`src/rtl/dma_cfg_pkg.sv`:
```
// Register map, bit positions and state/status encodings
// shared by the DMA configuration sequencer and its bus engine.
package dma_cfg_pkg;

  localparam logic [9:0] MM2S_CR  = 10'h000;
  localparam logic [9:0] MM2S_SR  = 10'h004;
  localparam logic [9:0] MM2S_SA  = 10'h018;
  localparam logic [9:0] MM2S_LEN = 10'h028;
  localparam logic [9:0] S2MM_CR  = 10'h030;
  localparam logic [9:0] S2MM_SR  = 10'h034;
  localparam logic [9:0] S2MM_DA  = 10'h048;
  localparam logic [9:0] S2MM_LEN = 10'h058;
  localparam logic [9:0] S2MM_OFS = S2MM_CR - MM2S_CR;

  localparam int CR_RS         = 0;
  localparam int CR_IOC_IRQ_EN = 12;
  localparam int CR_ERR_IRQ_EN = 14;

  localparam int SR_ERR_LO  = 4;
  localparam int SR_ERR_HI  = 6;
  localparam int SR_IOC_IRQ = 12;
  localparam int SR_ERR_IRQ = 14;

  localparam logic [31:0] CR_START =
    (32'd1 << CR_RS) | (32'd1 << CR_IOC_IRQ_EN) |
    (32'd1 << CR_ERR_IRQ_EN);
  localparam logic [31:0] SR_IOC_W1C = 32'd1 << SR_IOC_IRQ;

  typedef enum logic [2:0] {
    ST_OK      = 3'd0,
    ST_DMA_ERR = 3'd1,
    ST_BUS_ERR = 3'd2,
    ST_TIMEOUT = 3'd3,
    ST_CFG_ERR = 3'd4
  } status_e;

  typedef enum logic [2:0] {
    S_IDLE,
    S_WR_CR,
    S_WR_ADR,
    S_WR_LEN,
    S_POLL_WAIT,
    S_POLL_RD,
    S_CLR_SR,
    S_DONE
  } seq_state_e;

  typedef enum logic [2:0] {
    M_IDLE,
    M_WR,
    M_B,
    M_AR,
    M_R
  } bus_state_e;

  // Channel registers share one layout; S2MM sits at a fixed offset.
  function automatic logic [9:0] reg_off(
    input logic       s2mm,
    input logic [9:0] mm2s_off
  );
    return s2mm ? mm2s_off + S2MM_OFS : mm2s_off;
  endfunction

endpackage

```
`src/rtl/axil_single_master.sv`:
```
// Single-outstanding AXI-Lite master: one write or one read per
// request, ack pulses in the response cycle with data and error.
module axil_single_master #(
  parameter int DATA_WIDTH = 32
) (
  input  logic                  clk,
  input  logic                  rst_n,
  input  logic                  req_wr,
  input  logic                  req_rd,
  input  logic [9:0]            req_addr,
  input  logic [DATA_WIDTH-1:0] req_wdata,
  output logic                  ack,
  output logic [DATA_WIDTH-1:0] ack_rdata,
  output logic                  ack_err,
  output logic                  awvalid,
  input  logic                  awready,
  output logic [9:0]            awaddr,
  output logic                  wvalid,
  input  logic                  wready,
  output logic [DATA_WIDTH-1:0] wdata,
  input  logic                  bvalid,
  output logic                  bready,
  input  logic [1:0]            bresp,
  output logic                  arvalid,
  input  logic                  arready,
  output logic [9:0]            araddr,
  input  logic                  rvalid,
  output logic                  rready,
  input  logic [DATA_WIDTH-1:0] rdata,
  input  logic [1:0]            rresp
);
  import dma_cfg_pkg::*;

  bus_state_e            state_q, state_d;
  logic                  awvalid_q, awvalid_d;
  logic                  wvalid_q, wvalid_d;
  logic                  bready_q, bready_d;
  logic                  arvalid_q, arvalid_d;
  logic                  rready_q, rready_d;
  logic [9:0]            awaddr_q, awaddr_d;
  logic [9:0]            araddr_q, araddr_d;
  logic [DATA_WIDTH-1:0] wdata_q, wdata_d;

  always_ff @(posedge clk) begin
    if (!rst_n) begin
      state_q   <= M_IDLE;
      awvalid_q <= 1'b0;
      wvalid_q  <= 1'b0;
      bready_q  <= 1'b0;
      arvalid_q <= 1'b0;
      rready_q  <= 1'b0;
      awaddr_q  <= '0;
      araddr_q  <= '0;
      wdata_q   <= '0;
    end else begin
      state_q   <= state_d;
      awvalid_q <= awvalid_d;
      wvalid_q  <= wvalid_d;
      bready_q  <= bready_d;
      arvalid_q <= arvalid_d;
      rready_q  <= rready_d;
      awaddr_q  <= awaddr_d;
      araddr_q  <= araddr_d;
      wdata_q   <= wdata_d;
    end
  end

  always_comb begin
    state_d   = state_q;
    awvalid_d = awvalid_q;
    wvalid_d  = wvalid_q;
    bready_d  = bready_q;
    arvalid_d = arvalid_q;
    rready_d  = rready_q;
    awaddr_d  = awaddr_q;
    araddr_d  = araddr_q;
    wdata_d   = wdata_q;
    ack       = 1'b0;
    ack_err   = 1'b0;
    ack_rdata = rdata;
    unique case (state_q)
      M_IDLE: begin
        if (req_wr) begin
          state_d   = M_WR;
          awvalid_d = 1'b1;
          wvalid_d  = 1'b1;
          awaddr_d  = req_addr;
          wdata_d   = req_wdata;
        end else if (req_rd) begin
          state_d   = M_AR;
          arvalid_d = 1'b1;
          araddr_d  = req_addr;
        end
      end
      M_WR: begin
        // AW and W retire independently, in either order.
        if (awready) awvalid_d = 1'b0;
        if (wready) wvalid_d = 1'b0;
        if (!awvalid_d && !wvalid_d) begin
          bready_d = 1'b1;
          state_d  = M_B;
        end
      end
      M_B: begin
        if (bvalid && bready_q) begin
          bready_d = 1'b0;
          state_d  = M_IDLE;
          ack      = 1'b1;
          ack_err  = (bresp != 2'b00);
        end
      end
      M_AR: begin
        if (arready) begin
          arvalid_d = 1'b0;
          rready_d  = 1'b1;
          state_d   = M_R;
        end
      end
      M_R: begin
        if (rvalid && rready_q) begin
          rready_d = 1'b0;
          state_d  = M_IDLE;
          ack      = 1'b1;
          ack_err  = (rresp != 2'b00);
        end
      end
      default: state_d = M_IDLE;
    endcase
  end

  assign awvalid = awvalid_q;
  assign wvalid  = wvalid_q;
  assign bready  = bready_q;
  assign arvalid = arvalid_q;
  assign rready  = rready_q;
  assign awaddr  = awaddr_q;
  assign araddr  = araddr_q;
  assign wdata   = wdata_q;

endmodule

```
`src/rtl/dma_lite_cfg_sequencer.sv`:
```
// Programs one simple-mode AXI DMA transfer per command, polls
// DMASR for completion, clears IOC and reports one status word.
module dma_lite_cfg_sequencer #(
  parameter int ADDR_WIDTH   = 32,
  parameter int DATA_WIDTH   = 32,
  parameter int LEN_WIDTH    = 26,
  parameter int POLL_GAP     = 16,
  parameter int POLL_TIMEOUT = 4096
) (
  input  logic                  axi_aclk,
  input  logic                  axi_resetn,
  input  logic                  cmd_valid,
  output logic                  cmd_ready,
  input  logic                  cmd_dir,
  input  logic [ADDR_WIDTH-1:0] cmd_addr,
  input  logic [LEN_WIDTH-1:0]  cmd_len,
  output logic                  done_valid,
  output logic [2:0]            done_status,
  output logic                  s_axi_lite_awvalid,
  input  logic                  s_axi_lite_awready,
  output logic [9:0]            s_axi_lite_awaddr,
  output logic                  s_axi_lite_wvalid,
  input  logic                  s_axi_lite_wready,
  output logic [DATA_WIDTH-1:0] s_axi_lite_wdata,
  input  logic                  s_axi_lite_bvalid,
  output logic                  s_axi_lite_bready,
  input  logic [1:0]            s_axi_lite_bresp,
  output logic                  s_axi_lite_arvalid,
  input  logic                  s_axi_lite_arready,
  output logic [9:0]            s_axi_lite_araddr,
  input  logic                  s_axi_lite_rvalid,
  output logic                  s_axi_lite_rready,
  input  logic [DATA_WIDTH-1:0] s_axi_lite_rdata,
  input  logic [1:0]            s_axi_lite_rresp
);
  import dma_cfg_pkg::*;

  localparam int PW = $clog2(POLL_TIMEOUT + 1);
  localparam int GW = $clog2(POLL_GAP + 2);
  localparam logic [GW-1:0] GAP_LOAD = GW'(POLL_GAP);

  seq_state_e            state_q, state_d;
  status_e               status_q, status_d;
  logic                  dir_q, dir_d;
  logic [ADDR_WIDTH-1:0] addr_q, addr_d;
  logic [LEN_WIDTH-1:0]  len_q, len_d;
  logic                  issued_q, issued_d;
  logic [PW-1:0]         poll_cnt_q, poll_cnt_d;
  logic [GW-1:0]         gap_cnt_q, gap_cnt_d;

  logic                  req_wr, req_rd;
  logic [9:0]            m_addr;
  logic [DATA_WIDTH-1:0] m_wdata;
  logic                  ack, ack_err;
  logic [DATA_WIDTH-1:0] ack_rdata;
  logic                  sr_ioc, sr_err;
  logic                  poll_last, poll_sat;
  logic                  unused_sr;

  always_ff @(posedge axi_aclk) begin
    if (!axi_resetn) begin
      state_q    <= S_IDLE;
      status_q   <= ST_OK;
      dir_q      <= 1'b0;
      addr_q     <= '0;
      len_q      <= '0;
      issued_q   <= 1'b0;
      poll_cnt_q <= '0;
      gap_cnt_q  <= '0;
    end else begin
      state_q    <= state_d;
      status_q   <= status_d;
      dir_q      <= dir_d;
      addr_q     <= addr_d;
      len_q      <= len_d;
      issued_q   <= issued_d;
      poll_cnt_q <= poll_cnt_d;
      gap_cnt_q  <= gap_cnt_d;
    end
  end

  // Each bus step launches exactly one request, then waits for ack.
  assign req_wr = !issued_q &&
    (state_q inside {S_WR_CR, S_WR_ADR, S_WR_LEN, S_CLR_SR});
  assign req_rd = !issued_q && (state_q == S_POLL_RD);

  always_comb begin
    m_addr  = reg_off(dir_q, MM2S_CR);
    m_wdata = DATA_WIDTH'(CR_START);
    unique case (state_q)
      S_WR_ADR: begin
        m_addr  = reg_off(dir_q, MM2S_SA);
        m_wdata = DATA_WIDTH'(addr_q);
      end
      S_WR_LEN: begin
        m_addr  = reg_off(dir_q, MM2S_LEN);
        m_wdata = DATA_WIDTH'(len_q);
      end
      S_POLL_RD: m_addr = reg_off(dir_q, MM2S_SR);
      S_CLR_SR: begin
        m_addr  = reg_off(dir_q, MM2S_SR);
        m_wdata = DATA_WIDTH'(SR_IOC_W1C);
      end
      default: ;
    endcase
  end

  assign sr_ioc = ack_rdata[SR_IOC_IRQ];
  assign sr_err = (|ack_rdata[SR_ERR_HI:SR_ERR_LO]) ||
                  ack_rdata[SR_ERR_IRQ];
  assign poll_last = poll_cnt_q >= PW'(POLL_TIMEOUT - 1);
  assign poll_sat  = poll_cnt_q == PW'(POLL_TIMEOUT);
  assign unused_sr = ^{ack_rdata[DATA_WIDTH-1:15], ack_rdata[13],
                       ack_rdata[11:7], ack_rdata[3:0]};

  always_comb begin
    state_d    = state_q;
    status_d   = status_q;
    dir_d      = dir_q;
    addr_d     = addr_q;
    len_d      = len_q;
    issued_d   = issued_q;
    poll_cnt_d = poll_cnt_q;
    gap_cnt_d  = gap_cnt_q;
    if (req_wr || req_rd) issued_d = 1'b1;
    if (ack) issued_d = 1'b0;
    unique case (state_q)
      S_IDLE: begin
        if (cmd_valid) begin
          dir_d      = cmd_dir;
          addr_d     = cmd_addr;
          len_d      = cmd_len;
          poll_cnt_d = '0;
          if (cmd_len == '0) begin
            state_d  = S_DONE;
            status_d = ST_CFG_ERR;
          end else begin
            state_d = S_WR_CR;
          end
        end
      end
      S_WR_CR:  if (ack) state_d = S_WR_ADR;
      S_WR_ADR: if (ack) state_d = S_WR_LEN;
      S_WR_LEN: begin
        if (ack) begin
          state_d   = S_POLL_WAIT;
          gap_cnt_d = GAP_LOAD;
        end
      end
      S_POLL_WAIT: begin
        if (gap_cnt_q <= GW'(1)) state_d = S_POLL_RD;
        else gap_cnt_d = gap_cnt_q - GW'(1);
      end
      S_POLL_RD: begin
        if (ack) begin
          if (sr_ioc) begin
            state_d = S_CLR_SR;
          end else if (sr_err) begin
            state_d  = S_DONE;
            status_d = ST_DMA_ERR;
          end else begin
            if (!poll_sat) poll_cnt_d = poll_cnt_q + PW'(1);
            if (poll_last) begin
              state_d  = S_DONE;
              status_d = ST_TIMEOUT;
            end else begin
              state_d   = S_POLL_WAIT;
              gap_cnt_d = GAP_LOAD;
            end
          end
        end
      end
      S_CLR_SR: begin
        if (ack) begin
          state_d  = S_DONE;
          status_d = ST_OK;
        end
      end
      S_DONE:  state_d = S_IDLE;
      default: state_d = S_IDLE;
    endcase
    // A failed response on any step skips everything that remains.
    if (ack && ack_err) begin
      state_d  = S_DONE;
      status_d = ST_BUS_ERR;
    end
  end

  assign cmd_ready   = (state_q == S_IDLE);
  assign done_valid  = (state_q == S_DONE);
  assign done_status = status_q;

  axil_single_master #(
    .DATA_WIDTH(DATA_WIDTH)
  ) u_bus (
    .clk      (axi_aclk),
    .rst_n    (axi_resetn),
    .req_wr   (req_wr),
    .req_rd   (req_rd),
    .req_addr (m_addr),
    .req_wdata(m_wdata),
    .ack      (ack),
    .ack_rdata(ack_rdata),
    .ack_err  (ack_err),
    .awvalid  (s_axi_lite_awvalid),
    .awready  (s_axi_lite_awready),
    .awaddr   (s_axi_lite_awaddr),
    .wvalid   (s_axi_lite_wvalid),
    .wready   (s_axi_lite_wready),
    .wdata    (s_axi_lite_wdata),
    .bvalid   (s_axi_lite_bvalid),
    .bready   (s_axi_lite_bready),
    .bresp    (s_axi_lite_bresp),
    .arvalid  (s_axi_lite_arvalid),
    .arready  (s_axi_lite_arready),
    .araddr   (s_axi_lite_araddr),
    .rvalid   (s_axi_lite_rvalid),
    .rready   (s_axi_lite_rready),
    .rdata    (s_axi_lite_rdata),
    .rresp    (s_axi_lite_rresp)
  );

endmodule

```
`config.mk`:
```
export PLATFORM = sky130hd
export DESIGN_NAME = dma_lite_cfg_sequencer
export DESIGN_NICKNAME = d
export VERILOG_FILES = /design/src/rtl/dma_cfg_pkg.sv /design/src/rtl/axil_single_master.sv /design/src/rtl/dma_lite_cfg_sequencer.sv
export SDC_FILE = /design/constraint.sdc
export NUM_CORES = 1
export LEC_CHECK = 0
export BUFFER_PORTS_ARGS = -buffer_cell sky130_fd_sc_hd__buf_2
export CORE_ASPECT_RATIO = 0.9
export CORE_MARGIN = 2
export CORE_UTILIZATION = 40
export CTS_CLUSTER_DIAMETER = 40
export DETAILED_ROUTE_END_ITERATION = 8
export SYNTH_ARGS = -nofsm -noshare
export SYNTH_HDL_FRONTEND = slang
export SYNTH_SLANG_ARGS = --single-unit
```
`constraint.sdc`:
```
create_clock -name axi_aclk -period 2.2 [get_ports axi_aclk]
set_input_delay 0.22 -clock axi_aclk [delete_from_list [all_inputs] [get_ports axi_aclk]]
set_output_delay 0.22 -clock axi_aclk [all_outputs]
set_load 0.05 [all_outputs]
```
==> metrics.txt, run 1 <==
status complete, no violations; Top FF cell, synth dfxtp_1; FP Rows 42; final wirelength around 16000 um; Clk Latency, worst-skew pair 0.42 ns; CP Max Fanout 9; # DRC 0; Starting Density 40.6%; PwrDens about 900 nW/um2; Num CTS Buffers 17; final worst-path cycle share slightly above 90%; maxcap violations 0; CTS Buffer Depth 2; DR pass1 iterations 5; hold slack 0.0286 ns; combinational family with the most area after synthesis simple AND/OR/NAND/NOR gates; Max Transition Viols Final 0; worst hold path type in2reg; library cells used by synthesis between 60 and 70; critical path class reg2out; # Post-CTS Setup Buffers 0; Crit path arrival time 1.82 ns; synthesized cell area 5930 um2; post-synthesis sequential element count 134; Die ar. ~16000 um2; wire per inst between 10 and 15 um; nets just under 1000; Synth Area in XOR/XNOR 0.296%; Synth area leader dfxtp_1; Congestion Overflow GR 0; Final Hold Viols 0; Synth top area share 45.3%; Synth top cells by count 156 x nand2_1, 134 x dfxtp_1, 114 x a21oi_1; number of global-route vias before repair 5369; IO buf count 127; startpoint types flop; post-route minimum period 2.04 ns; Setup crit end kind output pin; die width about 130 um; largest net degree at the start of global routing 107; Core Box Area 14600 um2; maximum VDD drop 585 uV; Via density 5.24; WP data required between 1.5 and 2 ns; Vias approximately 5600; RSZ-0062 raised after global routing false; TritonCTS clock tree built; LEAKAGE approximately 3 nW; HP Start cmd_addr[2]; I/O pin count 165; Synth Area in Simple Gates 24.9%; dominant cell by count in the synthesized netlist nand2_1; Die H 119 um; final instance area 7380 um2; Post-synth EDFFs 0; GPL Wtd Cong 0.831; Antenna Violating Nets Remaining 0; post-synthesis mux area share 4.22%; initial antenna violation count 0; area grow syn2layout 24.6%; post-layout util 50.5%; root buffer cell clkbuf_16; Area contributors post-synth dfxtp_1 45%, nand2_1 9.9%, a21oi_1 9.6%; first-pass GRT wire length 25900 um; total number of yosys warnings 0; setup_tns 0 ns; Worst-Margin Slew 0.762 ns; worst reg2reg startpoint u_bus.state_q[2]; Syn Inst Count around 750; dpl cell area 6780 um2; DP HPWL around 11000 um; diode count 0; Avg Inst Size Synth 7.94 um2; all-layer global routing usage 20.4%; clock tree sinks 134; fmax 490 MHz; crit path from state_q[1]; Detailed Route Iter0 Violations approximately 330; final setup fails 0; post-synthesis adder-cell area fraction 0.844%; pre-CTS WS 0.204 ns; Layout Skew about 0.0087 ns; asr flop ratio synth 0%; share of post-route cells with drive strength above 1 22.3%; CTS HTree Levels 4; Synth Area in Compound Gates 18.8%; sequential share of the synthesized area 45.3%; Slew HR 49.2%; clock slew at the register clock pins of the worst setup and hold paths 0.06 ns; setup slack after layout between 0.15 and 0.2 ns
[worst max-delay path, cell delays in order, from the launching register on]
cell and delay [ns]:
dfxtp_1 0.50, buf_4 0.23, inv_1 0.07, nor3_2 0.26
buf_2 0.33
[per-stage QoR]
stage                     power [mW]  std cells
after floorplan                 3.49        755
after global placement          3.82       1042
after detailed placement        3.84       1042
after CTS                       6.70       1074
after global routing            6.94       1074
final                           6.65       1074
[routing by layer]
metal / vias up / global-route usage (%) / part of all wire (%) / wire length (um)
met5: - / 0 / 0 / 0
met4: 0 / 6.25 / 1.3 / 201
met3: 24 / 6.13 / 6.0 / 942
met2: 153 / 32.5 / 46 / 7240
met1: 2617 / 26.6 / 47 / 7420
li1: 2831 / - / - / -
[path summary, 6_finish.rpt]
path | to | slack [ns] | depth (start not counted)
max | done_valid | 0.16 | 4
min | addr_q[2] | 0.03 | 3
max reg2reg | poll_cnt_q[5] | 0.18 | 5
min reg2reg | len_q[14] | 0.45 | 2
[timing repair]
| action | in CTS | in global routing |
|---|---|---|
| hold endpoints to repair | 0 | 0 |
| gates resized for setup | 1 | 1 |
| setup endpoints to repair | 1 | 1 |
| hold buffers | 0 | 0 |
[layout by cell type (no fill, tap or decap), drive strengths merged, types with 3 or more instances in the layout]
| master | count |
|---|---|
| nand3 | 20 |
| a31oi | 6 |
| nor3 | 34 |
| nor2 | 58 |
| ha | 4 |
| o41ai | 3 |
| a311oi | 3 |
| clkbuf | 26 |
| nand2b | 7 |
| nor2b | 5 |
| a21o | 4 |
| o31ai | 10 |
| buf | 148 |
| mux2i | 25 |
| nand2 | 156 |
| a211oi | 4 |
| o21ai | 13 |
| o22ai | 3 |
| and3 | 6 |
| nor4 | 12 |
| nand4 | 3 |
| conb | 10 |
| dfxtp | 134 |
| inv | 11 |
| clkinv | 5 |
| or4 | 8 |
| a21oi | 115 |
[where the power goes]
part	internal [mW]	switching (mW)	leakage [nW]	total (mW)
Sequential	2.57	0.0952	1.09	2.67
Clock	1.82	1.04	0.291	2.86
Combinational	0.358	0.763	1.64	1.12
Total	4.75	1.90	3.02	6.65
[flip-flops by register name (all words and copies together), names as in the netlist]
name,flops
u_bus.rready,1
state_q,3
u_bus.awaddr,5
issued_q,1
dir_q,1
addr_q,32
u_bus.wdata,32
u_bus.arvalid,1
u_bus.bready,1
done_status,3
u_bus.state_q,3
u_bus.awvalid,1
u_bus.wvalid,1
poll_cnt_q,13
len_q,26
gap_cnt_q,5
u_bus.araddr,5
[cell families (layout without fill, tap and decap cells)]
kind of cell | after synthesis | after routing
compound gates | 185 | 185
xor+xnor | 2 | 2
fa+ha+maj | 4 | 4
buf+inv | 72 | 193
flops | 134 | 134
mux | 25 | 25
other cells | 1 | 10
simple gates | 323 | 323
[final cells by class]
type	instances	area, um2
fill	1457	7230
multi-input combinational	549	2970
sequential	134	2690
timing repair buffer	148	831
clock buffer	26	509
tap	198	248
clock inverter	6	90.1
inverter	13	51.3
Note: power is estimated with default switching activity, not from simulation.
==> run 2, diff against run 1 <==
--- a/config.mk
+++ b/config.mk
@@ -5,12 +5,14 @@
 export SDC_FILE = /design/constraint.sdc
 export NUM_CORES = 1
 export LEC_CHECK = 0
+export ABC_AREA = 1
 export BUFFER_PORTS_ARGS = -buffer_cell sky130_fd_sc_hd__buf_2
 export CORE_ASPECT_RATIO = 0.9
 export CORE_MARGIN = 2
 export CORE_UTILIZATION = 40
 export CTS_CLUSTER_DIAMETER = 40
 export DETAILED_ROUTE_END_ITERATION = 8
+export PLACE_DENSITY = 0.63
 export SYNTH_ARGS = -nofsm -noshare
 export SYNTH_HDL_FRONTEND = slang
 export SYNTH_SLANG_ARGS = --single-unit
==> metrics.txt, run 2 <==
status complete, no violations; clock tree sinks 134 (unchanged); area grow syn2layout 24.2%; Layout Skew 0.00699 ns (-0.00168 ns); DR pass1 iterations 5 (unchanged); TritonCTS clock tree built; crit-path most repeated cell buf_4; final setup fails 0 (unchanged); WHS Endpoint addr_q[29]; Buf/Inv on CP 4 (+1); commonest cells after routing, fill and taps aside 167 x nand2_1, 134 x dfxtp_1, 127 x buf_2; Setup crit end kind output pin; dominant cell by count in the synthesized netlist nand2_1; CP Max Fanout 11 (+2); Area contributors post-synth dfxtp_1 45%, nand2_1 10%, a21oi_1 10%; Post-CTS Resized 0 (-1); Die ar. 16000 um2 (+1.5%); first-pass GRT wire length 26100 um (+0.83%); critical path class reg2out; I/O pin count 165 (unchanged); RSZ-0062 raised after global routing false; Post-synth EDFFs 0 (unchanged); Die H 120 um (+0.74%); Crit path arrival time 1.79 ns (-0.03 ns); maxcap violations 0 (unchanged); Max Transition Viols Final 0 (unchanged); Starting Density 40.9% (+0.33 points); Avg Inst Size Synth 7.06 um2 (-11%); Via density 4.83 (-7.8%); Congestion Overflow GR 0 (unchanged); Antenna Violating Nets Remaining 0 (unchanged); LEAKAGE 3.25 nW (+7.6%); Clk Latency, worst-skew pair 0.41 ns (about the same); commonest non-fill, non-tap cell in the layout nand2_1; Vias 5734 (+1.9%); PwrDens 1210 nW/um2 (+34%); Core Box Area 14700 um2 (+0.72%); # DRC 0 (unchanged); CTS Buffer Depth 2 (unchanged); synthesized cell area 6020 um2 (+1.5%); largest net degree at the start of global routing 70 (-35%); Slew HR 58.0% (+8.8 points); total number of yosys warnings 0 (unchanged); Reg2Reg Capture Point gap_cnt_q[1]; setup_tns 0 ns (unchanged); Num CTS Buffers 17 (unchanged); final worst-path cycle share 91.1% (-1.7 points); final wirelength 15700 um (-0.65%); post-synthesis sequential element count 134 (unchanged); WP data required 1.98 ns (about the same); GPL Wtd Cong 0.898 (+8.0%); Largest stage delay, worst path 0.31 ns (-0.19 ns); initial antenna violation count 3 (+3); sequential share of the synthesized area 44.6% (-0.69 points); clock slew at the register clock pins of the worst setup and hold paths 0.05 ns (about the same); Worst-Margin Slew 0.630 ns (-0.133 ns); # Post-CTS Setup Buffers 0 (unchanged); share of post-route cells with drive strength above 1 18.9% (-3.3 points); Top FF cell, synth dfxtp_1; Final Hold Viols 0 (unchanged); top cell family by delay on the critical path buffers and inverters; HP Start cmd_addr[29]; Synth top cells by count 168 x nand2_1, 134 x dfxtp_1, 120 x a21oi_1; crit path from state_q[0]; startpoint types flop; fmax 499 MHz (+1.8%); worst hold path type in2reg; nets 1082 (+12%); root buffer cell clkbuf_16; DP HPWL 11000 um (+0.78%); Synth top area share 44.6% (-0.69 points); Syn Inst Count 853 (+14%); crit-path cells buf_4 -> nor2_1 -> nand2_1 -> inv_2 -> buf_4 -> buf_2; wire per inst 13.2 um (-10%); worst reg2reg startpoint poll_cnt_q[0]; WHS Path Cells 3 (unchanged); number of global-route vias before repair 5389 (+0.37%); hold slack 0.0830 ns (+0.0545 ns); Slowest-stage cell, CP dfxtp_1; all-layer global routing usage 20.4% (about the same); # hold bufs at CTS 0 (unchanged); Detailed Route Iter0 Violations 364 (+9.0%); FP Rows 42 (unchanged); library cells used by synthesis 32 (-53%); post-route minimum period 2.01 ns (-0.0368 ns); CTS HTree Levels 4 (unchanged); asr flop ratio synth 0% (unchanged); die width 133 um (+0.74%); cells on worst reg2reg path 12 (+7); Synth area leader dfxtp_1; maximum VDD drop 629 uV (+7.4%); setup slack, reg-to-reg 0.36 ns (+0.18 ns); IO buf count 127 (unchanged)
[run 2: cell types whose count changed after synthesis, sizes merged, moves of 22 or more]
cell,change
mux2i,-25
inv,+97
o21ai,+53
nor3,-22
nand3,+24
nor2,+22
[run 2: metal layers]
layer,vias up,share of wire (%),GRT usage [%]
met4,2,1.2,6.65
met1,2559,49,26.8
met3,16,6.0,6.96
met2,144,44,31.4
met5,-,0.070,0
li1,3013,-,-
[run 2: cell type report]
cell class	count	area, um2
flip-flops and latches	134	2680
diodes	2	5.00
clock inverters	8	121
repair buffers	144	788
inverters	109	409
multi-input cells	569	2730
fillers	1488	7240
well taps	198	248
clock buffers	23	488
[run 2: stage by stage]
| stage | util (%) | worst slack (ns) | instance area [um2] | total power [mW] | cells |
|---|---|---|---|---|---|
| detailed placement | 46.6 | 0.385 | 6860 | 6.18 | 1154 |
| finish | 50.8 | 0.195 | 7470 | 9.03 | 1187 |
| global route | 50.7 | 0.0576 | 7470 | 9.63 | 1185 |
| floorplan | - | 0.355 | 6050 | 5.38 | 862 |
| global placement | 46.6 | 0.382 | 6860 | 6.16 | 1154 |
| CTS | 50.7 | 0.182 | 7470 | 9.12 | 1185 |
[run 2: kinds of logic after synthesis]
kind of cell,Yosys count,synth area share [%]
AOI/OAI and AO/OA,218,19.0
adders and majority gates,4,0.832
xor gates and xnor gates,12,1.75
buffers and inverters,159,10.7
DFF,134,44.6
and+or+nand+nor,325,23.0
other,1,0.0623
[run 2: worst min-delay path: cells and delay by family]
family / cells / cell delay, ns
AOI/OAI and AO/OA: 1 / 0.06
and+or+nand+nor: 1 / 0.07
buffers and inverters: 1 / 0.10
[run 2: how the worst max path moves through the flow]
stage / to / slack (ns) / cells after the start
4_1_cts: cmd_ready / 0.18 / 6
2_1_floorplan: poll_cnt_q[1] / 0.36 / 8
3_3_place_gp: gap_cnt_q[1] / 0.38 / 12
6_report: cmd_ready / 0.19 / 6
3_5_place_dp: gap_cnt_q[1] / 0.39 / 12
5_1_grt: cmd_ready / 0.06 / 6
[run 2: where the power goes]
group | leakage [nW] | internal (mW) | switching, mW
clock network | 0.299 | 1.89 | 1.00
logic | 1.86 | 0.845 | 2.19
registers | 1.09 | 2.90 | 0.205
total | 3.25 | 5.64 | 3.40
==> run 3, diff against run 2 <==
--- a/config.mk
+++ b/config.mk
@@ -10,6 +10,7 @@
 export CORE_ASPECT_RATIO = 0.9
 export CORE_MARGIN = 2
 export CORE_UTILIZATION = 40
+export CTS_BUF_LIST = sky130_fd_sc_hd__clkbuf_4
 export CTS_CLUSTER_DIAMETER = 40
 export DETAILED_ROUTE_END_ITERATION = 8
 export PLACE_DENSITY = 0.63
==> metrics.txt, run 3 (same netlist as run 2, synthesis figures left out) <==
Setup crit end kind output pin; Clk Latency, worst-skew pair 0.55 ns (+0.14 ns); Crit path arrival time 1.81 ns (+0.02 ns); largest net degree at the start of global routing 70 (unchanged); fmax 492 MHz (-1.3%); post-route minimum period 2.03 ns (+0.0267 ns); CTS HTree Levels 4 (unchanged); FP Rows 42 (unchanged); startpoint types flop; critical path class reg2out; commonest non-fill, non-tap cell in the layout nand2_1; all-layer global routing usage 21.1% (+0.76 points); PwrDens 1020 nW/um2 (-16%); Die H 120 um (unchanged); GPL Wtd Cong 0.898 (unchanged); # DRC 0 (unchanged); IO buf count 127 (unchanged); first-pass GRT wire length 27200 um (+4.0%); CP Max Fanout 11 (unchanged); Via density 4.85 (+0.45%); final wirelength 16500 um (+5.3%); DR pass1 iterations 5 (unchanged); Core Box Area 14700 um2 (unchanged); Detailed Route Iter0 Violations 407 (+12%); worst hold path type in2reg; GR Util met1 27.4% (+0.60 points); setup slack, reg-to-reg 0.38 ns (+0.02 ns); WP data required 1.98 ns (about the same); root buffer cell clkbuf_4; Vias 6056 (+5.6%); final setup fails 0 (unchanged); Slew HR 58.0% (-0.059 points); Final Hold Viols 0 (unchanged); clock tree sinks 134 (unchanged); final worst-path cycle share 92.4% (+1.2 points); grt met3 use 5.79% (-1.2 points); Layout Skew 0.0254 ns (+0.0184 ns); maximum VDD drop 551 uV (-12%); wire per inst 13.3 um (+0.17%); LEAKAGE 3.36 nW (+3.4%); DP HPWL 11000 um (unchanged); status complete, no violations; I/O pin count 165 (unchanged); met2 global-route usage 33.1% (+1.6 points); setup_tns 0 ns (unchanged); die width 133 um (unchanged); commonest cells after routing, fill and taps aside 167 x nand2_1, 134 x dfxtp_1, 126 x buf_2; number of global-route vias before repair 5698 (+5.7%); share of post-route cells with drive strength above 1 17.7% (-1.2 points); Tot Pwr 7.90 mW (-13%); Worst-Margin Slew 0.631 ns (+0.000890 ns); Num CTS Buffers 17 (unchanged); area grow syn2layout 28.9%; Die ar. 16000 um2 (unchanged); Starting Density 40.9% (unchanged); CTS Buffer Depth 2 (unchanged); nets 1143 (+5.6%); RSZ-0062 raised after global routing false; FILL cells 1468 (-1.3%); # Post-CTS Setup Buffers 0 (unchanged); clock slew at the register clock pins of the worst setup and hold paths 0.10 ns (+0.05 ns); maxcap violations 0 (unchanged); Max Transition Viols Final 0 (unchanged); TritonCTS clock tree built; initial antenna violation count 2 (-1); Antenna Violating Nets Remaining 0 (unchanged); gr busiest metal met2; Congestion Overflow GR 0 (unchanged)
run 3: changes by cell type in the layout (fill, tap and decap cells not counted):
cell           change
dlygate4sd3_1     +61
clkbuf_8           -4
nor2_2             +1
clkbuf_16         -17
clkbuf_1           -2
nor2_1             -1
buf_2              -1
clkinv_1           +4
clkbuf_4          +20
run 3: through the flow:
step           setup WS [ns]  cell area, um2  hold slack [ns]  util, %  std cells
5_1_grt               0.0160            7760           0.0737     52.7       1248
4_1_cts               0.0105            7750           0.0536     52.7       1246
2_1_floorplan          0.355            6050            0.384        -        862
3_5_place_dp           0.385            6860            0.425     46.6       1154
6_report               0.168            7760           0.0903     52.7       1248
3_3_place_gp           0.382            6860            0.424     46.6       1154
run 3: what timing repair did:
| action | 4_1_cts | 5_1_grt |
|---|---|---|
| hold buffers | 61 | 0 |
| endpoints found under the hold margin | 61 | 0 |
| setup endpoints to repair | 0 | 1 |
| gates resized for setup | 0 | 2 |
run 3: final timing paths:
path	end	startpoint	cells after the start
setup / recovery	cmd_ready	state_q[0]	6
hold / removal	u_bus.arvalid	s_axi_lite_arready	4
setup reg to reg	gap_cnt_q[1]	poll_cnt_q[0]	12
hold reg to reg	u_bus.araddr[3]	u_bus.araddr[3]	2
run 3: worst max-delay path: stages, from the launching register on:
cell and delay [ns]:
dfxtp_1 0.32, buf_4 0.16, nor2_2 0.15, nand2_1 0.08, inv_2 0.12, buf_4 0.19
clkbuf_4 0.25
run 3: cell type report:
type                            count  area (um2)  area share (%)
Tap cell                          198         248            3.19
Timing Repair Buffer              205        1400            18.1
Multi-Input combinational cell    569        2730            35.2
Clock buffer                       19         143            1.84
Antenna cell                        2        5.00          0.0645
Inverter                          109         409            5.27
Clock inverter                     12         136            1.76
Sequential cell                   134        2680            34.6
run 3: where the power goes:
part           leakage [nW]  switching (mW)  internal [mW]
registers              1.09           0.206           2.89
clock network         0.152           0.879          0.787
logic                  2.11            2.21          0.923
total                  3.36            3.30           4.60
run 3: layer usage:
| layer | routed length [um] | vias up |
|---|---|---|
| li1 | - | 3132 |
| met1 | 7810 | 2704 |
| met2 | 7380 | 179 |
| met3 | 928 | 41 |
| met4 | 418 | 0 |
| met5 | 0 | - |
